File: src/rtl/mult_pkg.sv
// Shared widths and operand type for the sequential shift-and-add multiplier.
// The product register and the left shifter share OUT_W.
package mult_pkg;

  localparam int IN_W   = 8;
  localparam int OUT_W  = 14;
  localparam int PROD_W = OUT_W;

  typedef logic [IN_W-1:0]  operand_t;
  typedef logic [OUT_W-1:0] product_t;

endpackage : mult_pkg

File: src/rtl/shift_left.sv
// Multiplier shifter: zero-extends an IN_W operand into OUT_W bits on load,
// then moves it up one bit per shift_en, discarding the bit leaving the MSB.
module shift_left #(
  parameter int IN_W  = mult_pkg::IN_W,
  parameter int OUT_W = mult_pkg::OUT_W
) (
  input  logic             clk,
  input  logic             rst,
  input  logic             load,
  input  logic             shift_en,
  input  logic [IN_W-1:0]  d,
  output logic [OUT_W-1:0] q
);

  logic [OUT_W-1:0] q_r;

  // Priority: rst > load > shift_en > hold.
  always_ff @(posedge clk) begin
    if (rst) begin
      q_r <= '0;
    end else if (load) begin
      q_r <= {{(OUT_W-IN_W){1'b0}}, d};
    end else if (shift_en) begin
      q_r <= {q_r[OUT_W-2:0], 1'b0};
    end
  end

  assign q = q_r;

endmodule : shift_left

File: src/rtl/shift_right.sv
// Multiplicand shifter: loads an IN_W operand, then shifts it logically down
// one bit per shift_en so bit 0 selects the current partial product.
module shift_right #(
  parameter int IN_W = mult_pkg::IN_W
) (
  input  logic            clk,
  input  logic            rst,
  input  logic            load,
  input  logic            shift_en,
  input  logic [IN_W-1:0] d,
  output logic [IN_W-1:0] q
);

  logic [IN_W-1:0] q_r;

  // Unsigned magnitudes: zero fills from the top, never sign-extended.
  always_ff @(posedge clk) begin
    if (rst) begin
      q_r <= '0;
    end else if (load) begin
      q_r <= d;
    end else if (shift_en) begin
      q_r <= {1'b0, q_r[IN_W-1:1]};
    end
  end

  assign q = q_r;

endmodule : shift_right

File: src/rtl/operand_shifters.sv
// Operand-alignment stage: the two shifters step in lockstep from shared
// load/shift_en, so after k shifts left = multiplier<<k and right = multiplicand>>k.
module operand_shifters #(
  parameter int IN_W  = mult_pkg::IN_W,
  parameter int OUT_W = mult_pkg::OUT_W
) (
  input  logic             clk,
  input  logic             rst,
  input  logic             load,
  input  logic             shift_en,
  input  logic [IN_W-1:0]  multiplier,
  input  logic [IN_W-1:0]  multiplicand,
  output logic [OUT_W-1:0] shifted_multiplier,
  output logic [IN_W-1:0]  shifted_multiplicand
);

  import mult_pkg::*;

  // Control contract: load and shift_en are single-cycle strobes with no
  // handshake back; each takes effect on the edge that samples it.
  shift_left #(
    .IN_W  (IN_W),
    .OUT_W (OUT_W)
  ) u_shift_left (
    .clk      (clk),
    .rst      (rst),
    .load     (load),
    .shift_en (shift_en),
    .d        (multiplier),
    .q        (shifted_multiplier)
  );

  shift_right #(
    .IN_W (IN_W)
  ) u_shift_right (
    .clk      (clk),
    .rst      (rst),
    .load     (load),
    .shift_en (shift_en),
    .d        (multiplicand),
    .q        (shifted_multiplicand)
  );

endmodule : operand_shifters

File: config.mk
export PLATFORM = sky130hd
export DESIGN_NAME = operand_shifters
export DESIGN_NICKNAME = d
export VERILOG_FILES = /design/src/rtl/mult_pkg.sv /design/src/rtl/shift_left.sv /design/src/rtl/shift_right.sv /design/src/rtl/operand_shifters.sv
export SDC_FILE = /design/constraint.sdc
export NUM_CORES = 1
export LEC_CHECK = 0
export BUFFER_PORTS_ARGS = -buffer_cell sky130_fd_sc_hd__buf_4
export CAP_MARGIN = 20
export CORE_AREA = 2 2 53 55
export CTS_BUF_LIST = sky130_fd_sc_hd__clkbuf_16
export CTS_CLUSTER_SIZE = 14
export DETAILED_ROUTE_END_ITERATION = 10
export DIE_AREA = 0 0 55 57
export GPL_TIMING_DRIVEN = 0
export PLACE_DENSITY_LB_ADDON = 0.12
export SYNTH_ARGS = -nofsm -noshare
export SYNTH_HDL_FRONTEND = slang
export SYNTH_HIERARCHICAL = 1
export SYNTH_SLANG_ARGS = --single-unit
export TNS_END_PERCENT = 100
File: constraint.sdc
create_clock -name clk -period 1 [get_ports clk]
set_clock_uncertainty 0.15 [all_clocks]
set_input_delay 0.05 -clock clk [delete_from_list [all_inputs] [get_ports clk]]
set_output_delay 0.05 -clock clk [all_outputs]
set_load 0.01 [all_outputs]
# After elaboration in Yosys (flattened, before gate mapping)
# Cells that the tools add are included.
[classes]
n_addsub = 0
mul = 0
div_mod_pow = 0
magnitude_cmp = 0
n_eq_ne = 0
shift = 0
muxes = 4
n_bitwise = 0
reduce_logical = 2
[op_table]
columns = ["op", "count"]
rows = [
  ["$mux 8", 4],
  ["$reduce_bool 2->1", 1],
  ["$reduce_or 2->1", 1],
]
[totals]
reg_bits = 22
latchBits = 0
mem_bits_rw = 0
romBits = 0
in_bits = 20
output_inout_bits = 22
elab_cells = 9
n_memories = 0

# Depth between registers and ports, before layout
# Gate-level depths: netlist of the first run.
[depth]
ltp_word = 2
mapped_depth = 4
depth_no_buf = 2

# Cells and area by module
# Netlist of the first run, hierarchy kept.
[modules_own_cells]
columns = ["mod", "n_inst", "cells_per_inst", "area_each_um2", "seq_area_each_um2"]
rows = [
  ["shift_left", 1, 57, 605.6, 280.3],
  ["shift_right", 1, 35, 369.1, 160.2],
]

# Worst setup path before layout of the first run
# No wires, ideal clock.
[synth_timing]
kind = "register to register"
startpoint = "register u_shift_right/q[7] (netlist name)"
endpoint = "register u_shift_right.q_r[7] (netlist: u_shift_right/q[7])"
setup_time_ps = 70
arrival_time_ps = 831
t_required_ps = 780
path_slack_ps = -50
stages_incl_launch_ff = 3
path_buffers = 0
period_less_slack_ps = 1050
cell_sequence = "dfxtp_1 > or3b_1 > a21oi_1"
[synth_lines]
columns = ["element", "line_no", "rtl"]
rows = [
  ["to (signal assigned)", "shift_right.sv:23", "q_r <= {1'b0, q_r[IN_W-1:1]};"],
  ["to (decl)", "shift_right.sv:14", "logic [IN_W-1:0] q_r;"],
]

==> summary.md, run 1 <==
| Metric | Value |
|---|---|
| Synth Area in Compound Gates | `0.118` |
| Area Overhead vs Synth | `54.9%` |
| Clock Latency Late Sink | `250 ps` |
| RSZ-0062 raised after global routing | `true` |
| Critical path peak fanout | `3` |
| Synth top area share | `0.452` |
| Final number of max-transition violations | `0` |
| Initial drt markers | `8` |
| Die Span Y | `57 um` |
| Hold Slack | `-125 ps` |
| DRC Markers | `0` |
| Post-synth top flop | `dfxtp_1` |
| Post-CTS Hold Buffers | `9` |
| Full die area | `3140 um^2` |
| Crit Path Category | `flop to flop` |
| Final Power | `2150 uW` |
| Synth Area in Simple Gates | `0.145` |
| Failing checks | `negative hold slack, negative setup slack` |
| Num ports | `42` |
| CTS Buf Count | `3` |
| # rows | `19` |
| Global-route wire length before repair | `3550 um` |
| Mapped Nets | `112` |
| Count leader, synth | `dfxtp_1` |
| Rel. slew slack | `0.831` |
| Xor/xnor cell area share of the yosys netlist | `0` |
| Post-Synthesis Cell Area | `975 um^2` |
| Critical Path, Cell by Cell | `or3b_4, a21oi_2` |
| Max-cap violations | `0` |
| Post-synthesis sequential area ratio | `0.452` |
| Fin crit share | `1.03` |
| Critical path arrival | `1070 ps` |
| Fillers | `239` |
| Antenna-violating nets left | `0` |
| GPL Wtd Cong | `0.648` |
| Cell type with the largest total area after synthesis | `dfxtp_1` |
| Yosys Warn Count | `6` |
| Seq. cell area | `443 um^2` |
| Detail-routed net length per standard cell | `12.3 um` |
| DRT Wirelength | `2170 um` |
| CP startpoint | `u_shift_right/q[7]$_SDFFE_PP0P_` |
| Core ar. | `2620 um^2` |
| Hold Crit Class | `input port to flop` |
| CP max-delay cell | `or3b_4` |
| CTS tree | `yes` |
| First-pass DRT Iterations | `2` |
| Largest net degree at the start of global routing | `13` |
| Fraction of registers with async set/reset | `0` |
| #FFs+latches synth | `22` |
| Finish-stage setup viols | `2` |
| Pwr/cell area | `1420 nW/um^2` |
| Vias in the first global route | `797` |
| CP startpoint kind | `flop` |
| GRT Overall Usage | `0.156` |
| Antenna violations before repair | `0` |
| Worst vdd ir | `1.40 mV` |
| Via density | `4.82` |
| Slew @ Worst Pin | `253 ps` |
| Largest cells by area after synthesis | `dfxtp_1, mux2i_1, a211oi_1` |
| HPWL Detailed | `1540 um` |
| Die Span X | `55 um` |
| Multi-input gate area | `474 um^2` |
| Setup TNS | `-58.4 ps` |
| Unique masters post-synth | `15` |
| Critical Path RT | `1040 ps` |
| Commonest cells in the netlist | `dfxtp_1, mux2i_1, a211oi_1, nor2b_1, nor2_1` |
| Crit. End Element | `flop` |
| Initial Util | `0.373` |
| Vias | `849` |
| Worst R2R Start | `u_shift_right/q[7]$_SDFFE_PP0P_` |
| Outcome | `finished with violations` |
| Maximum clock insertion buffer count | `2` |
| Fin crit period | `1030 ps` |
| Clk root buf | `clkbuf_16` |
| EDFF count, synth | `0` |
| CTS H-tree depth | `1` |
| Post-synthesis mux area share | `0.205` |
| Mapped Cells | `92` |
| Grt ovf | `0` |
| Adder-Cell Fraction of Synth Area | `0` |
| Diode count | `0` |
| Main combinational cell family by area after synthesis | `multiplexers` |
| Leakage power | `0.000690 uW` |
| Port bufs | `39` |
| Max Fclk | `0.969 GHz` |
| Clock Sinks | `22` |
| Crit-path max cell delay | `370 ps` |
| Hold Violations, Final | `9` |
| Final worst slack | `-31.8 ps` |
| Share of cells above drive strength 1 | `0.400` |
| Hold Crit Start | `rst` |
| Clock slew seen by the registers of the worst setup and hold paths | `60 ps` |
| Syn Area/Cell | `10.6 um^2` |
| Final nets | `166` |
-- critical path: cells and delay by family, from the launching register on --
| family | cells | cell delay [ps] |
|---|---|---|
| flip-flops | 1 | 330 |
| AO/OA/AOI/OAI | 1 | 110 |
| AND/OR/NAND/NOR | 1 | 370 |
-- sequential cells by signal, indices dropped and copies added, names as in the netlist --
| register | flops |
|---|---|
| u_shift_left/q | 14 |
| u_shift_right/q | 8 |
-- timing repair --
action,CTS,global route
hold endpoints to repair,16,9
pin swaps,1,1
gates resized for setup,3,4
setup buffers,1,0
setup endpoints to repair,2,5
-- cell usage in the layout, fill, tap and decap left out, types with 3 or more instances in the layout --
cell and count:
a211oi_1 13, buf_6 4, dlygate4sd3_1 9, nor2b_1 14, dfxtp_1 20, clkbuf_16 3
nor2_1 6, mux2i_1 20, buf_4 39
-- final cells by class --
type,count,share of cell area
multi-input combinational,61,0.314
sequential,22,0.293
inverter,2,0.00497
tap,31,0.0257
clock buffer,3,0.0497
buffer,7,0.0464
clock inverter,1,0.00249
timing repair buffer,49,0.263
-- per-stage QoR --
stage	area, um^2	util	hold slack [ps]	cells	setup WS (ps)
3_3_place_gp	1310	0.500	141	162	-72.0
5_1_grt	1510	0.578	-119	176	-76.0
3_5_place_dp	1310	0.500	151	162	-117
4_1_cts	1500	0.572	-129	176	-48.1
6_report	1510	0.578	-125	176	-31.8
2_1_floorplan	977	-	32.9	92	-1.45
-- power breakdown --
group / switching [uW] / internal [uW]
registers: 34.2 / 925
clock network: 296 / 533
logic: 144 / 217
-- layer usage --
layer  vias to the layer above  global-route usage  part of all wire
met1                       394               0.191              0.43
met5                         -                   0                 0
met4                         0              0.0523            0.0078
met2                        26               0.247              0.49
li1                        427                   -                 -
met3                         2              0.0628             0.077
-- final timing paths --
check / endpoint / slack (ps) / cells past startpoint
setup / recovery: u_shift_right/q[7]$_SDFFE_PP0P_ / -30 / 2
hold / removal: u_shift_left/q[0]$_SDFFE_PP0P_ / -120 / 2
setup reg to reg: u_shift_right/q[7]$_SDFFE_PP0P_ / -30 / 2
hold reg to reg: u_shift_left/q[13]$_SDFFE_PP0P_ / 360 / 2
-- logic make-up (layout without fill, tap and decap cells) --
family | count (synthesis) | after routing
simple gates | 25 | 25
flops | 22 | 22
mux | 20 | 20
compound gates | 16 | 16
buf+inv | 9 | 62
Note: power is estimated with default switching activity, not from simulation.
==> inputs of run 2 (changes only) <==
--- a/config.mk
+++ b/config.mk
@@ -14,6 +14,7 @@
 export DIE_AREA = 0 0 55 57
 export GPL_TIMING_DRIVEN = 0
 export PLACE_DENSITY_LB_ADDON = 0.12
+export SKIP_LAST_GASP = 1
 export SYNTH_ARGS = -nofsm -noshare
 export SYNTH_HDL_FRONTEND = slang
 export SYNTH_HIERARCHICAL = 1
==> constraint.sdc (replaced) <==
create_clock -name clk -period 1 [get_ports clk]
set_clock_uncertainty 0.15 [all_clocks]
set_input_delay 0.15 -clock clk [delete_from_list [all_inputs] [get_ports clk]]
set_output_delay 0.15 -clock clk [all_outputs]
set_load 0.01 [all_outputs]
==> run 2 against run 1 <==
  * The flow still finishes with violations (negative hold slack, negative setup slack)
  * Combinational power rose by 24%
  * Register-to-register slack got worse by 20 ps
  * Critical endpoint unchanged
  * Setup slack got worse by 23 ps
==> summary.md, run 2 (synthesis gave the netlist of run 1 again) <==
| Metric | Value |
|---|---|
| Critical Path RT | `1030 ps` |
| Max-cap violations | `0` |
| Finish-stage setup viols | `4` |
| Outcome | `finished with violations` |
| Hold Crit Class | `input port to flop` |
| Number of flip-flops in the largest register | `14` |
| GPL Wtd Cong | `0.648` |
| Setup TNS | `-113 ps` |
| # rows | `19` |
| Hold Slack | `-13.7 ps` |
| Antenna-violating nets left | `0` |
| Die Span Y | `57 um` |
| Clock Sinks | `22` |
| Pwr/cell area | `1330 nW/um^2` |
| CP startpoint kind | `flop` |
| Fin crit period | `1050 ps` |
| CTS H-tree depth | `1` |
| Port bufs | `39` |
| Core ar. | `2620 um^2` |
| Commonest non-fill, non-tap cell in the layout | `buf_4` |
| Failing checks | `negative hold slack, negative setup slack` |
| Slew @ Worst Pin | `217 ps` |
| Antenna violations before repair | `0` |
| Hold path cells | `2` |
| Crit. End Element | `flop` |
| First-pass DRT Iterations | `3` |
| Critical path peak fanout | `3` |
| Num ports | `42` |
| Full die area | `3140 um^2` |
| Maximum clock insertion buffer count | `2` |
| GRT Overall Usage | `0.173` |
| CTS tree | `yes` |
| Worst hold endpoint | `u_shift_left/q[5]$_SDFFE_PP0P_` |
| Final number of max-transition violations | `0` |
| Initial Util | `0.373` |
| DRC Markers | `0` |
| Worst reg2reg path depth | `2` |
| Worst flop-to-flop path endpoint | `u_shift_right/q[7]$_SDFFE_PP0P_` |
| R2r setup slk | `-50 ps` |
| Crit Path Category | `flop to flop` |
| Final worst slack | `-54.6 ps` |
| Worst R2R Start | `u_shift_right/q[7]$_SDFFE_PP0P_` |
| Hold Violations, Final | `8` |
| Grt ovf | `0` |
| Rel. slew slack | `0.855` |
| Via density | `4.86` |
| Clock slew seen by the registers of the worst setup and hold paths | `60 ps` |
| CTS Buf Count | `3` |
| Clock Latency Late Sink | `250 ps` |
| Share of cells above drive strength 1 | `0.645` |
| Critical path arrival | `1090 ps` |
| Worst vdd ir | `1.44 mV` |
| Vias in the first global route | `882` |
| Largest net degree at the start of global routing | `13` |
| Hold Crit Start | `rst` |
| Most frequent cells in the layout | `buf_4, buf_6, dfxtp_2` |
| Detail-routed net length per standard cell | `13.1 um` |
| Final nets | `173` |
| RSZ-0062 raised after global routing | `true` |
| Max Fclk | `0.948 GHz` |
| HPWL Detailed | `1540 um` |
| DRT Wirelength | `2400 um` |
| Leakage power | `0.000759 uW` |
| Area Overhead vs Synth | `73.3%` |
| Initial drt markers | `10` |
| Fillers | `228` |
| Die Span X | `55 um` |
| Diode count | `0` |
| Vias | `890` |
| Fin crit share | `1.05` |
| Clk root buf | `clkbuf_16` |
| Final Power | `2250 uW` |
| Global-route wire length before repair | `3910 um` |
run 2: changes by cell type in the layout (fill, tap and decap cells not counted), sizes merged:
cell,before,now
clkinvlp,0,1
buf,46,62
inv,2,1
dlygate4sd3,9,0
run 2: power by group:
group | total (uW) | internal (uW) | switching [uW]
Clock | 834 | 533 | 301
Sequential | 971 | 933 | 37.8
Combinational | 448 | 277 | 171
run 2: area by class of cell:
cell class,instances,area (um^2),area share
plain buffers,7,72.6,0.0430
repair buffers,56,522,0.309
flip-flops and latches,22,468,0.277
multi-input cells,61,498,0.295
clock inverters,1,3.75,0.00222
clock buffers,3,75.1,0.0444
inverters,2,11.3,0.00667
well taps,31,38.8,0.0230
run 2: metal layers:
metal  share of wire  global-route usage  wire length [um]  up-vias
met5               0                   0                 0        -
met4          0.0071              0.0523                17        0
met3           0.067              0.0628               160        2
met2            0.53               0.291              1270       26
met1            0.40               0.200               953      417
li1                -                   -                 -      445
run 2: worst max-delay path by stage:
stage                                            to  depth (start not counted)                       startpoint  slack [ps]
floorplan           u_shift_right/q[7]$_SDFFE_PP0P_                          2  u_shift_right/q[7]$_SDFFE_PP0P_          -1
global placement     u_shift_left/q[0]$_SDFFE_PP0P_                          4                             load        -170
detailed placement   u_shift_left/q[0]$_SDFFE_PP0P_                          4                             load        -220
CTS                  u_shift_left/q[0]$_SDFFE_PP0P_                          2   u_shift_left/q[0]$_SDFFE_PP0P_         -50
global route        u_shift_right/q[7]$_SDFFE_PP0P_                          2  u_shift_right/q[7]$_SDFFE_PP0P_         -90
finish              u_shift_right/q[7]$_SDFFE_PP0P_                          2  u_shift_right/q[7]$_SDFFE_PP0P_         -50
run 2: worst max-delay path, cell delays in order, from the launching register on:
cell and delay [ps]:
dfxtp_2 340, or3b_4 380, a21oi_2 120
run 2: what timing repair did:
| action | 4_1_cts | 5_1_grt |
|---|---|---|
| setup endpoints to repair | 24 | 34 |
| hold endpoints to repair | 8 | 6 |
| pin swaps | 0 | 8 |
| setup buffers | 16 | 1 |
| resized for setup | 41 | 18 |
run 2: stage by stage:
step	worst slack (ps)	instances	instance area, um^2	util
4_1_cts	-48.6	182	1610	0.616
6_report	-54.6	183	1690	0.646
2_1_floorplan	-1.45	92	977	-
3_5_place_dp	-217	162	1310	0.500
5_1_grt	-94.3	183	1690	0.646
3_3_place_gp	-172	162	1310	0.500
